**src/rtl/mips_pkg.sv**
```systemverilog
// Shared MIPS core definitions: fetch FSM states, PC step and the opcodes
// that the fetch unit and the control decoder agree on.
package mips_pkg;

    typedef enum logic [1:0] {
        REQ  = 2'd0,
        WAIT = 2'd1,
        HOLD = 2'd2
    } fetch_state_t;

    localparam logic [31:0] PC_STEP = 32'd4;

    localparam logic [5:0] R_TYPE = 6'b000000;
    localparam logic [5:0] ADDI   = 6'b001000;
    localparam logic [5:0] ORI    = 6'b001101;
    localparam logic [5:0] BEQ    = 6'b000100;
    localparam logic [5:0] BNE    = 6'b000101;

    // Branch offset is a word count: sign-extend and scale to bytes.
    function automatic logic [31:0] sext_branch_offset(input logic [15:0] imm);
        return {{14{imm[15]}}, imm, 2'b00};
    endfunction

endpackage

```
**src/rtl/mips_fetch_unit_if.sv**
```systemverilog
// Fetch unit bus: instruction-memory handshake, held-instruction handshake to
// execute, and the decoder/ALU branch inputs.
interface mips_fetch_unit_if;

    logic        imem_req;
    logic [31:0] imem_addr;
    logic        imem_valid;
    logic [31:0] imem_rdata;
    logic        instr_valid;
    logic [31:0] instr;
    logic [31:0] instr_pc;
    logic [5:0]  opcode;
    logic        instr_ready;
    logic        BranchEQ;
    logic        BranchNE;
    logic        Zero;
    logic [31:0] retired_count;

    modport master (
        output imem_req, imem_addr, instr_valid, instr, instr_pc, opcode, retired_count,
        input  imem_valid, imem_rdata, instr_ready, BranchEQ, BranchNE, Zero
    );

    modport slave (
        input  imem_req, imem_addr, instr_valid, instr, instr_pc, opcode, retired_count,
        output imem_valid, imem_rdata, instr_ready, BranchEQ, BranchNE, Zero
    );

endinterface

```
**src/rtl/pc_next_calc.sv**
```systemverilog
// Next-PC selection: sequential pc+4 or the PC-relative branch target.
// All arithmetic wraps modulo 2^32.
module pc_next_calc
    import mips_pkg::*;
(
    input  logic [31:0] pc,
    input  logic [15:0] imm,
    input  logic        branch_eq,
    input  logic        branch_ne,
    input  logic        zero,
    output logic [31:0] pc_next
);

    logic        taken_s;
    logic [31:0] seq_pc_s;
    logic [31:0] target_pc_s;

    // Both decoder flags set means one of the two terms is always true.
    always_comb begin
        seq_pc_s    = pc + PC_STEP;
        target_pc_s = seq_pc_s + sext_branch_offset(imm);
        taken_s     = (branch_eq & zero) | (branch_ne & ~zero);
        if (taken_s) begin
            pc_next = target_pc_s;
        end else begin
            pc_next = seq_pc_s;
        end
    end

endmodule

```
**src/rtl/mips_fetch_unit.sv**
```systemverilog
// Instruction fetch and PC sequencing: one request per instruction, holds the
// returned word until execute consumes it, then steps or branches the PC.
module mips_fetch_unit
    import mips_pkg::*;
#(
    parameter logic [31:0] PC_RESET   = 32'h0040_0000,
    parameter int          DATA_WIDTH = 32
) (
    input logic               clk,
    input logic               reset,
    mips_fetch_unit_if.master bus
);

    fetch_state_t            state_r;
    logic [DATA_WIDTH-1:0]   pc_r;
    logic                    imem_req_r;
    logic [DATA_WIDTH-1:0]   imem_addr_r;
    logic                    instr_valid_r;
    logic [DATA_WIDTH-1:0]   instr_r;
    logic [DATA_WIDTH-1:0]   instr_pc_r;
    logic [DATA_WIDTH-1:0]   retired_r;
    logic [DATA_WIDTH-1:0]   pc_next_s;

    pc_next_calc u_pc_next_calc (
        .pc        (pc_r),
        .imm       (instr_r[15:0]),
        .branch_eq (bus.BranchEQ),
        .branch_ne (bus.BranchNE),
        .zero      (bus.Zero),
        .pc_next   (pc_next_s)
    );

    // Fetch FSM with all outputs registered. Leaving HOLD raises the next
    // request directly so REQ only has to drop it, giving 3 cycles/instr;
    // the idle request after reset is raised from within REQ instead.
    always_ff @(posedge clk or negedge reset) begin
        if (!reset) begin
            state_r       <= REQ;
            pc_r          <= PC_RESET;
            imem_req_r    <= 1'b0;
            imem_addr_r   <= PC_RESET;
            instr_valid_r <= 1'b0;
            instr_r       <= 32'd0;
            instr_pc_r    <= 32'd0;
            retired_r     <= 32'd0;
        end else begin
            case (state_r)
                REQ: begin
                    if (!imem_req_r) begin
                        imem_req_r  <= 1'b1;
                        imem_addr_r <= pc_r;
                    end else begin
                        imem_req_r <= 1'b0;
                        state_r    <= WAIT;
                    end
                end
                WAIT: begin
                    imem_req_r <= 1'b0;
                    if (bus.imem_valid) begin
                        instr_r       <= bus.imem_rdata;
                        instr_pc_r    <= pc_r;
                        instr_valid_r <= 1'b1;
                        state_r       <= HOLD;
                    end
                end
                HOLD: begin
                    if (bus.instr_ready) begin
                        pc_r          <= pc_next_s;
                        imem_req_r    <= 1'b1;
                        imem_addr_r   <= pc_next_s;
                        instr_valid_r <= 1'b0;
                        retired_r     <= retired_r + 32'd1;
                        state_r       <= REQ;
                    end
                end
                default: begin
                    state_r       <= REQ;
                    imem_req_r    <= 1'b0;
                    instr_valid_r <= 1'b0;
                end
            endcase
        end
    end

    assign bus.imem_req      = imem_req_r;
    assign bus.imem_addr     = imem_addr_r;
    assign bus.instr_valid   = instr_valid_r;
    assign bus.instr         = instr_r;
    assign bus.instr_pc      = instr_pc_r;
    assign bus.opcode        = instr_r[31:26];
    assign bus.retired_count = retired_r;

endmodule

```
**src/flat_wrapper.sv**
```systemverilog
// flat-port wrapper written by rule: the top's interface ports become plain ports
module mips_fetch_unit_flat import mips_pkg::*;
#(
    parameter logic [31:0] PC_RESET   = 32'h0040_0000,
    parameter int          DATA_WIDTH = 32
)
  (clk, reset, bus_imem_req, bus_imem_addr, bus_instr_valid, bus_instr, bus_instr_pc, bus_opcode, bus_retired_count, bus_imem_valid, bus_imem_rdata, bus_instr_ready, bus_BranchEQ, bus_BranchNE, bus_Zero);
  mips_fetch_unit_if bus_i ();
  input logic clk;
  input logic reset;
  output wire logic [$bits(bus_i.imem_req)-1:0] bus_imem_req;
  output wire logic [$bits(bus_i.imem_addr)-1:0] bus_imem_addr;
  output wire logic [$bits(bus_i.instr_valid)-1:0] bus_instr_valid;
  output wire logic [$bits(bus_i.instr)-1:0] bus_instr;
  output wire logic [$bits(bus_i.instr_pc)-1:0] bus_instr_pc;
  output wire logic [$bits(bus_i.opcode)-1:0] bus_opcode;
  output wire logic [$bits(bus_i.retired_count)-1:0] bus_retired_count;
  input wire logic [$bits(bus_i.imem_valid)-1:0] bus_imem_valid;
  input wire logic [$bits(bus_i.imem_rdata)-1:0] bus_imem_rdata;
  input wire logic [$bits(bus_i.instr_ready)-1:0] bus_instr_ready;
  input wire logic [$bits(bus_i.BranchEQ)-1:0] bus_BranchEQ;
  input wire logic [$bits(bus_i.BranchNE)-1:0] bus_BranchNE;
  input wire logic [$bits(bus_i.Zero)-1:0] bus_Zero;
  assign bus_imem_req = bus_i.imem_req;
  assign bus_imem_addr = bus_i.imem_addr;
  assign bus_instr_valid = bus_i.instr_valid;
  assign bus_instr = bus_i.instr;
  assign bus_instr_pc = bus_i.instr_pc;
  assign bus_opcode = bus_i.opcode;
  assign bus_retired_count = bus_i.retired_count;
  assign bus_i.imem_valid = bus_imem_valid;
  assign bus_i.imem_rdata = bus_imem_rdata;
  assign bus_i.instr_ready = bus_instr_ready;
  assign bus_i.BranchEQ = bus_BranchEQ;
  assign bus_i.BranchNE = bus_BranchNE;
  assign bus_i.Zero = bus_Zero;
  mips_fetch_unit #(.PC_RESET(PC_RESET), .DATA_WIDTH(DATA_WIDTH)) u_core (.clk(clk), .reset(reset), .bus(bus_i));
endmodule
```
**config.mk**
```make
export PLATFORM = sky130hd
export DESIGN_NAME = mips_fetch_unit_flat
export DESIGN_NICKNAME = d
export VERILOG_FILES = /design/src/rtl/mips_pkg.sv /design/src/rtl/mips_fetch_unit_if.sv /design/src/rtl/pc_next_calc.sv /design/src/rtl/mips_fetch_unit.sv /design/src/flat_wrapper.sv
export SDC_FILE = /design/constraint.sdc
export NUM_CORES = 1
export LEC_CHECK = 0
export CAP_MARGIN = 0
export CORE_MARGIN = 1
export CORE_UTILIZATION = 57
export DETAILED_ROUTE_END_ITERATION = 10
export PLACE_DENSITY = 0.82
export SLEW_MARGIN = 0
export SYNTH_ARGS = -nofsm -noshare
export SYNTH_HDL_FRONTEND = slang
export SYNTH_HIERARCHICAL = 1
export SYNTH_SLANG_ARGS = --single-unit
```
**constraint.sdc**
```tcl
create_clock -name clk -period 10.7 [get_ports clk]
set_input_delay 3.21 -clock clk [delete_from_list [all_inputs] [get_ports clk]]
set_output_delay 3.21 -clock clk [all_outputs]
set_load 0.05 [all_outputs]
```
==> metrics.md <==
| Metric | Value |
|---|---|
| Critical Path Max Stage Delay | `between 0.9 and 1 ns` |
| DP HPWL | `about 15 mm` |
| Rel. slew slack | `0.3820` |
| Setup CP Type | `reg2out` |
| Hold-critical path endpoint | `u_core/bus.retired_count[31]` |
| Crit path max-delay family | `buffers and inverters` |
| Total GRT Usage | `0.2726` |
| Synth Area in Compound Gates | `0.1054` |
| # diodes | `0` |
| Mux cell area share after synthesis | `0.1563` |
| Crit start category | `flip-flop` |
| Critical Path RT | `7.49 ns` |
| Seq/Total Area, Yosys | `0.4446` |
| H-tree depth | `4` |
| Initial Util | `0.5836` |
| Final setup violation count | `0` |
| Post-Synthesis Cells | `869` |
| CP max FO | `24` |
| Die area | `0.01672 mm2` |
| Vias | `7259` |
| Ys flop type | `dfrtp_1` |
| Iteration-0 DRC Markers | `about 410` |
| Syn_nets | `about 950` |
| Clock-pin transition on the worst setup and hold timing paths | `approximately 0.07 ns` |
| Core area | `~0.016 mm2` |
| WHS Path Cells | `1` |
| Root Buffer | `clkbuf_16` |
| Final wirelength | `21.93 mm` |
| Remaining design rule violation count | `0` |
| Setup TNS | `0 ns` |
| Period minus WS final | `5.494 ns` |
| Setup crit end kind | `output pin` |
| NumNets Final | `~1100` |
| Maximum Capacitance Violations | `0` |
| FP Rows | `between 40 and 50` |
| Syn_area_per_cell | `roughly 11 um2` |
| First-pass GRT wire length | `35.54 mm` |
| Reg2reg start | `u_core/pc_r[4]` |
| Largest family of logic cells by synthesized area | `multiplexers` |
| Worst-margin pin slew | `between 0.9 and 1 ns` |
| Layout cells sized above 1 | `0.1462` |
| Die height | `around 130 um` |
| Largest net degree at the start of global routing | `103` |
| Share of synthesized registers carrying an async set or reset | `1.000` |
| Clk Latency, worst-skew pair | `between 0.4 and 0.5 ns` |
| Post-synthesis cell area | `0.009236 mm2` |
| Area contributors post-synth | `dfrtp_1 44%, mux2_2 12%, ha_1 5.1%` |
| Vias/cell | `between 5 and 6` |
| Crit-path slowest cell | `clkdlybuf4s50_1` |
| Clock sink count | `roughly 160` |
| Crit-path cells | `clkdlybuf4s50_1` |
| Critical Path AT | `2.28 ns` |
| Run status | `completed` |
| Initial antenna violation count | `0` |
| Die X | `about 130 um` |
| Fmax | `around 180 MHz` |
| Synth warnings | `6` |
| Setup bufs post-CTS | `0` |
| Vias in the first global route | `7091` |
| Worst R2R Path Depth | `15` |
| Min-delay worst type | `reg2reg` |
| Top cell type's share of synthesized area | `0.4389` |
| CTS resizes | `0` |
| Reg2Reg Setup Slack | `between 5 and 6 ns` |
| RSZ-0062 raised after global routing | `false` |
| Worst flop-to-flop path endpoint | `u_core/bus.imem_addr[30]` |
| Distinct cells, synth | `64` |
| CTS tree | `done` |
| Max clock buf depth | `2` |
| First-pass detailed-route iteration total | `5` |
| Post-synth EDFFs | `0` |
| RePlAce Congestion | `around 0.90` |
| Period utilisation layout | `0.5134` |
| Hold path start | `u_core/bus.retired_count[31]` |
| Avg WL per Cell | `between 15 and 20 um` |
| Fraction of the mapped netlist area in adder cells | `0.05364` |
| #FFs+latches synth | `164` |
| Layout area overhead | `26.96%` |
| Synth Area in Simple Gates | `0.1371` |
| Cell taking the most area after synthesis | `dfrtp_1` |
| CTS buffer count | `17` |
| Worst path buffer plus inverter count | `1` |
| Count of hold-fix buffers inserted at cts | `0` |
| Stages on the worst setup path | `1` |
| I/O Pins | `about 180` |
| DRT antenna net count | `0` |
| IO buf count | `~170` |
| Synth Area in XOR/XNOR | `0.07586` |
| Max Slew Vio Count | `0` |
| Grt ovf | `0` |
| Clock Skews | `about 0.0087 ns` |
| # fillers | `about 1100` |
| Fin. Hold Viols | `0` |
-- state kept, by name, summed over array words and instances, names as in the netlist --
signal	flops
u_core/bus.imem_addr	32
u_core/bus.instr	32
u_core/bus.instr_pc	32
u_core/bus.retired_count	32
u_core/pc_r	32
u_core/state_r	2
u_core/bus.imem_req	1
u_core/bus.instr_valid	1
-- cells in the mapped netlist (2+ instances only) --
cell type	count
and3_1	16
nor2_1	70
inv_1	9
xor2_1	27
xnor2_1	53
nor3_1	15
or4_1	2
nand4_1	28
a21o_1	18
and2_1	4
mux2_2	98
buf_4	8
nor4_1	4
nand2_1	55
o21ai_0	17
dfstp_2	2
mux2i_1	34
a221oi_2	2
o21bai_1	7
o221a_2	2
a21oi_1	70
nand3_1	31
buf_2	17
o211a_1	2
o21a_1	4
a221oi_1	2
a211oi_1	5
ha_1	38
and4_1	6
dfrtp_1	162
nor2b_1	5
clkbuf_1	15
a31oi_1	5
o211ai_1	3
o31ai_1	4
-- metal layers --
layer	vias up	routed length (um)	share of wire	global-route usage
met5	-	0	0	0
met4	0	377	0.017	0.08858
met3	33	1359	0.062	0.06730
met2	225	10340	0.47	0.4393
met1	3539	9851	0.45	0.3617
li1	3462	-	-	-
-- cell type report --
class	instances	area (um2)	share of cell area
multi-input cells	654	4897	0.4176
clock buffers	20	456.7	0.03895
clock inverters	12	166.4	0.01419
inverters	9	33.78	0.002881
repair buffers	181	1795	0.1531
flip-flops and latches	164	4106	0.3502
well taps	216	270.3	0.02305
-- how the worst max path moves through the flow --
stage | from | endpoint | slack (ns)
final | u_core/bus.instr[15] | bus_instr[15] | 5.21
after global routing | u_core/bus.instr[15] | bus_instr[15] | 5.08
after CTS | u_core/bus.instr[15] | bus_instr[15] | 5.15
after detailed placement | bus_instr_ready | u_core/bus.retired_count[20] | 4.95
after global placement | bus_instr_ready | u_core/bus.retired_count[18] | 5.03
after floorplan | bus_Zero | u_core/pc_r[10] | 6.19
-- metrics by stage --
step | hold slack [ns] | instances | setup slack (ns) | cell area, um2 | util
global route | 0.4909 | 1256 | 5.080 | 11730 | 0.7409
global placement | 0.4635 | 1224 | 5.027 | 11100 | 0.7015
finish | 0.4787 | 1256 | 5.206 | 11730 | 0.7409
detailed placement | 0.4657 | 1224 | 4.953 | 11100 | 0.7015
floorplan | 0.5208 | 869 | 6.193 | 9236 | -
CTS | 0.4793 | 1256 | 5.146 | 11730 | 0.7409
-- layout by cell type (no fill, tap or decap), types with 27 or more instances in the layout --
master	instances
nand2_1	55
mux2_2	98
nand3_1	31
nor2_1	70
clkdlybuf4s50_1	173
xnor2_1	53
a21oi_1	70
nand4_1	28
xor2_1	27
dfrtp_1	162
mux2i_1	33
ha_1	38
-- cell families (layout without fill, tap and decap cells) --
family / count (synthesis) / after routing
mux: 132 / 132
flops: 164 / 164
compound gates: 153 / 153
simple gates: 250 / 250
fa+ha+maj: 39 / 39
buf+inv: 51 / 222
xor+xnor: 80 / 80
Power is left out: the tool's default activity adds up to more than one toggle a clock period on the data nets, which glitch-free logic cannot reach.
